===== src/rtl/wave_pwm_dac.sv =====
// rtl/wave_pwm_dac.sv - gain/clamp stage and single-bit PWM driver for the RC low-pass DAC
module wave_pwm_dac #(
    parameter int         PRESC_W    = 8,
    parameter logic [7:0] RESET_DUTY = 8'd128
) (
    input  logic               clk,
    input  logic               rst,
    input  logic               en,
    input  logic [PRESC_W-1:0] prescale,
    input  logic [3:0]         gain,
    input  logic [7:0]         sample_in,
    input  logic               sample_valid,
    output logic               sample_ready,
    output logic               pwm_out,
    output logic [7:0]         duty,
    output logic               period_tick,
    output logic               underrun,
    output logic               clip
);

    logic [PRESC_W-1:0] presc_cnt;
    logic [7:0]         pwm_cnt;
    logic [7:0]         pend;
    logic               pend_valid;

    logic               tick;
    logic               boundary;
    logic signed [8:0]  s_val;
    logic signed [12:0] p_val;
    logic signed [12:0] q_val;
    logic [7:0]         scaled;
    logic               clamped;

    // The buffer is a single slot, so ready is simply "slot empty".
    assign sample_ready = ~pend_valid;
    assign tick         = en && (presc_cnt == prescale);
    assign boundary     = tick && (pwm_cnt == 8'd255);

    // Centred gain: offset around midscale, scale in 1/8 steps, re-centre and clamp.
    always_comb begin
        s_val   = $signed({1'b0, pend} - 9'd128);
        p_val   = $signed({{4{s_val[8]}}, s_val}) * $signed({9'd0, gain});
        q_val   = (p_val >>> 3) + 13'sd128;
        scaled  = q_val[7:0];
        clamped = 1'b0;
        if (q_val < 13'sd0) begin
            scaled  = 8'd0;
            clamped = 1'b1;
        end else if (q_val > 13'sd255) begin
            scaled  = 8'd255;
            clamped = 1'b1;
        end
    end

    // Prescaler and PWM counters; both held at zero while disabled so a re-enable starts a full period.
    always_ff @(posedge clk or posedge rst) begin
        if (rst) begin
            presc_cnt <= '0;
            pwm_cnt   <= 8'd0;
        end else if (!en) begin
            presc_cnt <= '0;
            pwm_cnt   <= 8'd0;
        end else if (tick) begin
            presc_cnt <= '0;
            pwm_cnt   <= pwm_cnt + 8'd1;
        end else begin
            presc_cnt <= presc_cnt + PRESC_W'(1);
        end
    end

    // Sample buffer, duty load at period boundaries, status pulses and the registered PWM pin.
    always_ff @(posedge clk or posedge rst) begin
        if (rst) begin
            pend        <= 8'd0;
            pend_valid  <= 1'b0;
            duty        <= RESET_DUTY;
            pwm_out     <= 1'b0;
            period_tick <= 1'b0;
            underrun    <= 1'b0;
            clip        <= 1'b0;
        end else begin
            period_tick <= boundary;
            underrun    <= boundary && !pend_valid;
            clip        <= boundary && pend_valid && clamped;
            pwm_out     <= en && (pwm_cnt < duty);
            if (boundary && pend_valid) begin
                duty       <= scaled;
                pend_valid <= 1'b0;
            end else if (sample_valid && !pend_valid) begin
                pend       <= sample_in;
                pend_valid <= 1'b1;
            end
        end
    end

endmodule

===== config.mk =====
export PLATFORM = sky130hd
export DESIGN_NAME = wave_pwm_dac
export DESIGN_NICKNAME = d
export VERILOG_FILES = /design/src/rtl/wave_pwm_dac.sv
export SDC_FILE = /design/constraint.sdc
export NUM_CORES = 1
export LEC_CHECK = 0
export CAP_MARGIN = 20
export CORE_MARGIN = 2
export CORE_UTILIZATION = 45
export DETAILED_ROUTE_END_ITERATION = 6
export HOLD_SLACK_MARGIN = 0.15
export PLACE_DENSITY = 0.77
export REMOVE_ABC_BUFFERS = 1
export SLEW_MARGIN = 20
export SYNTH_ARGS = -nofsm -noshare
export SYNTH_HDL_FRONTEND = slang
export SYNTH_SLANG_ARGS = --single-unit

===== constraint.sdc =====
create_clock -name clk -period 3.6 [get_ports clk]
set_input_delay 0.54 -clock clk [delete_from_list [all_inputs] [get_ports clk]]
set_output_delay 0.54 -clock clk [all_outputs]
set_load 0.02 [all_outputs]

Word level (Yosys, flattened, before mapping):

Cells that the tools add are included.

* $add $sub $neg: 4
* multipliers: 1
* order comparisons: 3
* equal/unequal tests: 3
* multiplexer cells: 10
* bitwise gates (word level): 2
* reductions and logical operators: 10

Operators with widths (number)
* $mux 8: 6
* $add 8x1->8 const B: 2
* $mul 9x5->13: 1
* $add 10x9->11 const B: 1
* $gt 11x9->1 const B: 1
* $lt 11x1->1 const B: 1
* $sub 8x8->9 const B: 1
* $eq 8x8->1: 1
* $eq 8x8->1 const B: 1
* $lt 8x8->1: 1
* $logic_and 1x1->1: 7
* $mux 1: 4
* $ne 2x1->1 const B: 1
* $not 1->1: 2
* $reduce_and 2->1: 1
* $reduce_bool 2->1: 1
* $logic_not 1->1: 1

* register bits: 37
* input port bits: 24
* output and inout bits: 13
* logic and storage cells: 42

Longest topological paths before layout:

Gate-level depths: netlist of run 1.

* depth in word-level cells: 7
* depth in mapped cells: 16
* depth with buffers taken out: 15

Least setup slack after synthesis of run 1:

OpenSTA, ideal clock, no wires.

* path kind: input port to flip-flop
* start point: input gain[2]
* end point: register duty[5]
* library setup time: 141 ps
* data arrival time: 3822 ps
* required time: 3459 ps
* slack: -363 ps
* cell stages on the path: 14
* path buffers: 0
* path through: and2_1 ha_1 fa_1 inv_1 fa_1 inv_1 ha_1 a21o_1 a221oi_4 nor3_1 a311oi_1 or2_1 and2_4 o311ai_2

* longest elaborated chain between the ends: 5
* elaborated cells on any way between the ends: 6

RTL lines
* start: declaration: line 10 `input logic [3:0] gain,`
* $mul 9x5->13 *: line 42 `p_val = $signed({{4{s_val[8]}}, s_val}) * $signed({9'd0, gain});`
* $add 10x9->11 *: line 43 `q_val = (p_val >>> 3) + 13'sd128;`
* $gt 11x9->1: line 49 `end else if (q_val > 13'sd255) begin`
* $mux 8: line 49
* $mux 8 *: line 46 `if (q_val < 13'sd0) begin`
* end signal: assignment: line 87 `duty <= scaled;`
* end: declaration: line 15 `output logic [7:0] duty,`

Mark *: on every way between the ends. The rest lies on a longest branch, timed or not.
A chain may end at the register's enable or synchronous reset.

Worst setup path after layout of run 1:

* start point: input gain[3]
* end point: register duty[6]

Same word-level chain as after synthesis.

==> results of run 1 <==
-- repair_timing --
action	CTS	global route
gates resized for setup	50	5
setup endpoints to repair	9	9
setup buffers	4	0
pin swaps	44	5
-- synth_stat cells (2+ instances only) --
library cell	n
dfrtp_1	36
o311ai_2	2
or2_1	2
clkbuf_1	3
and2_1	26
nand4_1	5
xor2_1	9
nor2_1	19
fa_1	17
nor3_1	4
inv_1	51
o211ai_1	4
a211oi_1	2
nand2b_1	5
a21oi_1	7
o21ai_0	2
nor2b_1	3
and3_1	6
ha_1	31
mux2_2	8
o31ai_1	2
mux2i_1	4
o21a_1	2
o311ai_1	3
nand2_1	24
nand3_1	7
a21o_1	8
xnor2_1	21
-- power groups by stage --
stage | registers, mW | logic, mW | clock network [mW]
2_1_floorplan | 0.449 | 0.575 | 0
3_3_place_gp | 0.449 | 0.858 | 0
3_5_place_dp | 0.449 | 0.892 | 0
5_1_grt | 0.444 | 1.26 | 0.409
4_1_cts | 0.441 | 1.11 | 0.390
6_report | 0.441 | 1.14 | 0.385
-- per-stage QoR --
stage	setup WS [ps]	utilization	cells	setup TNS, ps	hold WS [ps]
after floorplan	-372	-	327	-2950	477
after global placement	-963	0.577	501	-8340	510
after detailed placement	-1120	0.577	501	-9490	525
after CTS	-46.2	0.630	513	-251	536
after global routing	-261	0.633	513	-2100	550
final	-95.1	0.633	513	-720	533
-- worst max-delay path, cell delays in order --
cell,delay (ps)
buf_4,130
buf_4,140
and2_1,140
ha_1,310
fa_1,490
inv_1,50
fa_1,490
inv_2,50
ha_4,270
a21oi_2,70
o21bai_2,180
mux2i_1,200
o211ai_1,150
or2_1,290
and2_4,180
o311ai_2,220
-- worst max path at each step --
stage,from,end,slack (ps),cells after the start
after detailed placement,gain[2],duty[1]$_DFFE_PP0P_,-1120,15
after floorplan,gain[2],duty[1]$_DFFE_PP0P_,-370,14
after CTS,pend[3]$_DFFE_PP0P_,duty[1]$_DFFE_PP0P_,-50,14
final,gain[3],duty[6]$_DFFE_PP0P_,-100,16
after global placement,gain[2],duty[1]$_DFFE_PP0P_,-960,15
after global routing,gain[2],duty[2]$_DFFE_PP0P_,-260,16
-- flip-flops by register name (all words and copies together) (netlist names) --
signal       flops
pwm_out          1
clip             1
underrun         1
pend_valid       1
duty             8
pwm_cnt          8
period_tick      1
pend             8
presc_cnt        8
-- routing by layer --
metal	up-vias	part of all wire	wire length (µm)
li1	1260	-	-
met1	1224	0.41	2870
met2	61	0.53	3690
met3	15	0.036	248
met4	0	0.018	127
met5	-	0	0
-- final cells by class --
type / instances / share of cell area
Sequential cell: 37 / 0.216
Inverter: 51 / 0.0445
Timing Repair Buffer: 82 / 0.163
Clock inverter: 2 / 0.00873
Multi-Input combinational cell: 239 / 0.521
Clock buffer: 6 / 0.0192
Tap cell: 96 / 0.0279
-- cell families after synthesis --
family          after synthesis
fa+ha+maj                    48
xor+xnor                     30
simple gates                109
compound gates               40
mux                          12
flops                        37
buf+inv                      56
==> summary.txt, run 1 <==
Outcome
  – Status: finished with violations
  – Failing checks: setup timing

Yosys
  – Most common flop cell mapped by yosys: dfrtp_1
  – XOR/XNOR Fraction of Synth Area: 0.0833
  – Mean post-synth cell area: 9.50 µm²
  – Mapped cell area: 3150 µm²
  – Synth area leader: dfrtp_1
  – Number of synthesized flops with an enable pin: 0
  – Synth top area cells: dfrtp_1 29%, ha_1 12%, fa_1 11%
  – Largest family of logic cells by synthesized area: adder cells
  – Yosys reg bits: 37
  – Synth Area in Adders: 0.231
  – Synth Area in Compound Gates: 0.101
  – Register area share after synthesis: 0.294
  – Post-Syn Instances: 332
  – Synth top area share: 0.286
  – Mux cell area share after synthesis: 0.0413
  – Unique cell type count in the Yosys netlist: 47
  – FFs w/ async S/R, synth: 1.00
  – Area share of and/or/nand/nor cells after synthesis: 0.180
  – Yosys warning total: 0

Hold path
  – Hold crit path type: reg -> reg
  – Hold EP: duty[7]$_DFFE_PP1P_
  – Hold Path Cell Cnt: 1
  – Hold path start: duty[7]$_DFFE_PP1P_

Power and ir drop
  – Sw frac: 0.381
  – Power per cell area: 458 nW/µm²
  – Worst IR Drop VDD: 0.241 mV
  – Sequential power share: 0.224
  – Tot Pwr: 1.97 mW
  – Combinational share of power: 0.581
  – Pleak: 2.03 nW
  – Clock power frac: 0.195
  – Cell Int Power: 1.22 mW
  – NetSw: 751 µW

Global routing
  – Total GRT Usage: 0.195
  – M2 GR Usage: 0.363
  – Top Usage Layer GRT: met2
  – Initial antenna violation count: 0
  – Vias in the first global route: 2706
  – Total congestion overflow: 0
  – First-pass GRT wire length: 11.9 mm
  – GR Util met1: 0.226
  – Met3 usage: 0.0368
  – Largest net degree at the start of global routing: 20

Routing
  – Residual DRC: 0
  – Wirelength per Cell: 13.5 µm
  – Post-DRT Antenna Nets: 0
  – Vias post-DR: 2560
  – Routed WL: 6.94 mm
  – Drt pass-1 iters: 4
  – Drt initial violations: 68
  – Vias per inst: 4.99

Layout
  – Area grow syn2layout: 36.4%
  – Antenna Cells: 0
  – Most frequent cells in the layout: 46 x buf_4, 44 x inv_1, 36 x dfrtp_1
  – Fill cells: 528
  – Commonest non-fill, non-tap cell in the layout: buf_4
  – Cell area after layout: 4300 µm²
  – Multi-input gate area: 2240 µm²
  – Register area: 927 µm²
  – Nets: 488
  – Share of post-route cells with drive strength above 1: 0.259

Clock network
  – CTS root buf: clkbuf_8
  – Worst-Skew Late Latency: 300 ps
  – Reg clk slew, reported paths: 70 ps
  – CTS Buf Count: 5
  – CTS Buffer Depth: 2
  – CTS tree: built
  – Clk sinks: 37
  – Hold_buf cts: 0
  – CTS H-tree lvls: 2

Timing
  – Slew HR: 0.552
  – Slew @ Worst Pin: 671 ps
  – Period utilization: 1.03
  – Final Skew: 8.93 ps
  – Slew Limit Fails: 0
  – RSZ-0062 raised after global routing: true
  – Final worst slack: -95.1 ps
  – Setup Viol. Count Final: 9
  – Final Hold Vio Count: 0
  – Max Freq: 0.271 GHz
  – Fin crit period: 3700 ps

Critical path
  – Reg2reg setup slack: -100 ps
  – Max Fanout on Critical Path: 6
  – Crit Path Class: in -> reg
  – WP data arrival: 3890 ps
  – Reg2reg end: duty[6]$_DFFE_PP0P_
  – RR Startpoint: pend[3]$_DFFE_PP0P_
  – Worst setup EP type: flop
  – R2r worst-path depth: 14
  – Worst path required time: 3800 ps
  – Setup crit start kind: input pin

Flow run
  – Maxcap violations: 0

Placed design
  – Placed instance area: 3920 µm²
  – Gpl congestion: 0.813
  – I/O Buffers: 36
  – HPWL after detailed placement: 5.33 mm

Die
  – Initial core utilization: 0.464
  – Die Span Y: 87.7 µm
  – Full die area: 7690 µm²
  – Die Span X: 87.7 µm
  – Rows: 30
  – IO Count: 37
  – Placeable Area: 6790 µm²
(Power assumes the default switching activity.)
==> run 2: changes to the inputs <==
--- a/config.mk
+++ b/config.mk
@@ -6,11 +6,14 @@
 export NUM_CORES = 1
 export LEC_CHECK = 0
 export CAP_MARGIN = 20
+export CELL_PAD_IN_SITES_DETAIL_PLACEMENT = 1
+export CELL_PAD_IN_SITES_GLOBAL_PLACEMENT = 2
 export CORE_MARGIN = 2
-export CORE_UTILIZATION = 45
+export CORE_UTILIZATION = 32
+export CTS_CLUSTER_DIAMETER = 80
 export DETAILED_ROUTE_END_ITERATION = 6
 export HOLD_SLACK_MARGIN = 0.15
-export PLACE_DENSITY = 0.77
+export PLACE_DENSITY = 0.84
 export REMOVE_ABC_BUFFERS = 1
 export SLEW_MARGIN = 20
 export SYNTH_ARGS = -nofsm -noshare
==> run 2 against run 1 <==
  * Sequential share of layout area fell by 0.82 points
  * Fmax decreased by 2.7%
  * Sequential power hardly changed
  * Largest power group unchanged
  * Highest routed layer unchanged
  * The run still ends with setup timing left
==> summary.txt, run 2 (synthesis results as in run 1) <==
Outcome
  – Status: finished with violations
  – Failing checks: setup timing

Power and ir drop
  – Worst IR Drop VDD: 0.172 mV (-29%)
  – Power per cell area: 456 nW/µm² (-0.41%)
  – Pleak: 2.08 nW (+2.2%)
  – Tot Pwr: 2.04 mW (+3.5%)
  – Sw frac: 0.385 (+0.00393)
  – Cell Int Power: 1.25 mW (+2.9%)
  – Combinational share of power: 0.588 (+0.007)
  – Sequential power share: 0.217 (-0.007)
  – Clock power frac: 0.195 (about the same)
  – NetSw: 786 µW (+4.6%)

Global routing
  – Total congestion overflow: 0 (unchanged)
  – Vias in the first global route: 2932 (+8.4%)
  – Largest net degree at the start of global routing: 38 (+90%)
  – First-pass GRT wire length: 13.6 mm (+14%)
  – Initial antenna violation count: 0 (unchanged)
  – GR Util met1: 0.189 (-0.0366)
  – Met3 usage: 0.0282 (-0.00853)
  – M2 GR Usage: 0.309 (-0.0543)
  – Top Usage Layer GRT: met2
  – Total GRT Usage: 0.163 (-0.0318)

Die
  – Full die area: 10700 µm² (+39%)
  – Die Span Y: 103 µm (+18%)
  – Rows: 36 (+20%)
  – Initial core utilization: 0.326 (-0.139)
  – IO Count: 37 (unchanged)
  – Placeable Area: 9680 µm² (+43%)
  – Die Span X: 103 µm (+18%)

Critical path
  – Max Fanout on Critical Path: 6 (unchanged)
  – RR Startpoint: pend[5]$_DFFE_PP0P_
  – Reg2reg end: duty[1]$_DFFE_PP0P_
  – Critical Path Slowest Stage Cell: fa_1
  – R2r worst-path depth: 15 (+1)
  – Worst path required time: 3780 ps (-20 ps)
  – Crit path to: duty[1]$_DFFE_PP0P_
  – Setup crit start kind: flop
  – Worst setup EP type: flop
  – Worst Setup SP: pend[5]$_DFFE_PP0P_
  – Cells along the critical path: buf_4 > buf_4 > and2_4 > fa_1 > inv_2 > fa_1 > inv_2 > ha_4 > a21o_1 > a221oi_4 > o311ai_4 > xnor2_2 > buf_4 > and2_4 > o311ai_2
  – CP max stage delay: 510 ps (+20 ps)
  – Reg2reg setup slack: -200 ps (-100 ps)
  – WP data arrival: 3970 ps (+80 ps)
  – Crit Path Class: reg -> reg
  – Most frequent CP cell: buf_4

Clock network
  – Clk sinks: 37 (unchanged)
  – CTS tree: built
  – Reg clk slew, reported paths: 90 ps (+20 ps)
  – CTS H-tree lvls: 2 (unchanged)
  – Hold_buf cts: 0 (unchanged)
  – CTS root buf: clkbuf_8
  – CTS Buffer Depth: 2 (unchanged)
  – Worst-Skew Late Latency: 300 ps (about the same)
  – CTS Buf Count: 5 (unchanged)

Routing
  – Post-DRT Antenna Nets: 0 (unchanged)
  – Routed WL: 7.75 mm (+12%)
  – Drt initial violations: 40 (-41%)
  – Residual DRC: 0 (unchanged)
  – Vias per inst: 4.63 (-7.3%)
  – Drt pass-1 iters: 4 (unchanged)
  – Wirelength per Cell: 14.0 µm (+3.3%)
  – Vias post-DR: 2567 (+0.27%)

Timing
  – RSZ-0062 raised after global routing: true
  – Setup Viol. Count Final: 9 (unchanged)
  – Final Skew: 6.65 ps (-2.28 ps)
  – Final worst slack: -197 ps (-102 ps)
  – Slew HR: 0.398 (-0.153)
  – Hold WS: 524 ps (-8.76 ps)
  – Period utilization: 1.05 (+0.0282)
  – Final Hold Vio Count: 0 (unchanged)
  – Max Freq: 0.263 GHz (-2.7%)
  – Fin crit period: 3800 ps (+102 ps)
  – Slew Limit Fails: 0 (unchanged)
  – Slew @ Worst Pin: 900 ps (+229 ps)

Layout
  – Fill cells: 1104 (+110%)
  – Area grow syn2layout: 41.8%
  – Share of post-route cells with drive strength above 1: 0.294 (+0.0348)
  – Commonest non-fill, non-tap cell in the layout: buf_4
  – Most frequent cells in the layout: 48 x buf_4, 44 x inv_1, 36 x dfrtp_1
  – Nets: 493 (+1.0%)
  – Cell area after layout: 4470 µm² (+4.0%)
  – Multi-input gate area: 2320 µm² (+3.4%)
  – Register area: 927 µm² (unchanged)
  – Antenna Cells: 0 (unchanged)

Placed design
  – Placed instance area: 3990 µm² (+1.8%)
  – Gpl congestion: 0.898 (+10%)
  – I/O Buffers: 36 (unchanged)
  – HPWL after detailed placement: 5.97 mm (+12%)

Hold path
  – Hold crit path type: reg -> reg
  – Hold Path Cell Cnt: 1 (unchanged)

Flow run
  – Maxcap violations: 0 (unchanged)
[run 2: cell types whose count changed in the layout (fill, tap and decap cells not counted), moves of 2 or more]
cell,delta
and2_1,-7
and2_4,+7
ha_4,+4
buf_6,+3
ha_1,-3
buf_4,+2
o31ai_1,-2
o31ai_2,+2
[run 2: cell type report]
class,count,share of cell area
clock buffers,6,0.0185
clock inverters,2,0.00839
inverters,51,0.0428
multi-input cells,239,0.518
flip-flops and latches,37,0.207
well taps,133,0.0372
repair buffers,87,0.168
[run 2: routing by layer]
| metal | vias to the layer above | share of wire |
|---|---|---|
| met1 | 1248 | 0.42 |
| met4 | 0 | 0.015 |
| met3 | 12 | 0.030 |
| met5 | - | 0 |
| met2 | 43 | 0.53 |
| li1 | 1264 | - |
[run 2: worst min-delay path by stage]
| stage | from | end | slack (ps) |
|---|---|---|---|
| final | duty[7]$_DFFE_PP1P_ | duty[7]$_DFFE_PP1P_ | 520 |
| after global routing | duty[7]$_DFFE_PP1P_ | duty[7]$_DFFE_PP1P_ | 540 |
| after CTS | duty[7]$_DFFE_PP1P_ | duty[7]$_DFFE_PP1P_ | 530 |
| after detailed placement | duty[7]$_DFFE_PP1P_ | duty[7]$_DFFE_PP1P_ | 520 |
| after global placement | duty[7]$_DFFE_PP1P_ | duty[7]$_DFFE_PP1P_ | 510 |
| after floorplan | pend_valid$_DFFE_PP0P_ | underrun$_DFF_PP0_ | 480 |
[run 2: timing repair]
action                                  in CTS  in global routing
endpoints found under the setup margin       9                  9
pin swaps                                   37                  7
setup buffers                                5                  1
hold endpoints to repair                     0                  0
resized for setup                           59                  8
[run 2: worst max-delay path: cells and delay by family (launching register included)]
kind                       cells  cell delay, ps
DFF                            1             400
AOI/OAI and AO/OA              4             870
buffers and inverters          5             530
xor gates and xnor gates       1             290
and+or+nand+nor                2             350
adders and majority gates      3            1230
[run 2: power groups by stage]
| stage | logic [mW] | registers [mW] | clock network [mW] |
|---|---|---|---|
| 4_1_cts | 1.14 | 0.442 | 0.415 |
| 2_1_floorplan | 0.575 | 0.449 | 0 |
| 3_3_place_gp | 0.892 | 0.450 | 0 |
| 6_report | 1.20 | 0.442 | 0.398 |
| 3_5_place_dp | 0.923 | 0.450 | 0 |
| 5_1_grt | 1.33 | 0.444 | 0.429 |
[run 2: through the flow]
stage / TNS (ps) / worst slack [ps] / cells / utilization
after floorplan: -2950 / -372 / 327 / -
after global placement: -8560 / -1040 / 541 / 0.412
after detailed placement: -9830 / -1140 / 541 / 0.412
after CTS: -1030 / -140 / 554 / 0.456
after global routing: -2890 / -348 / 555 / 0.462
final: -1510 / -197 / 555 / 0.462
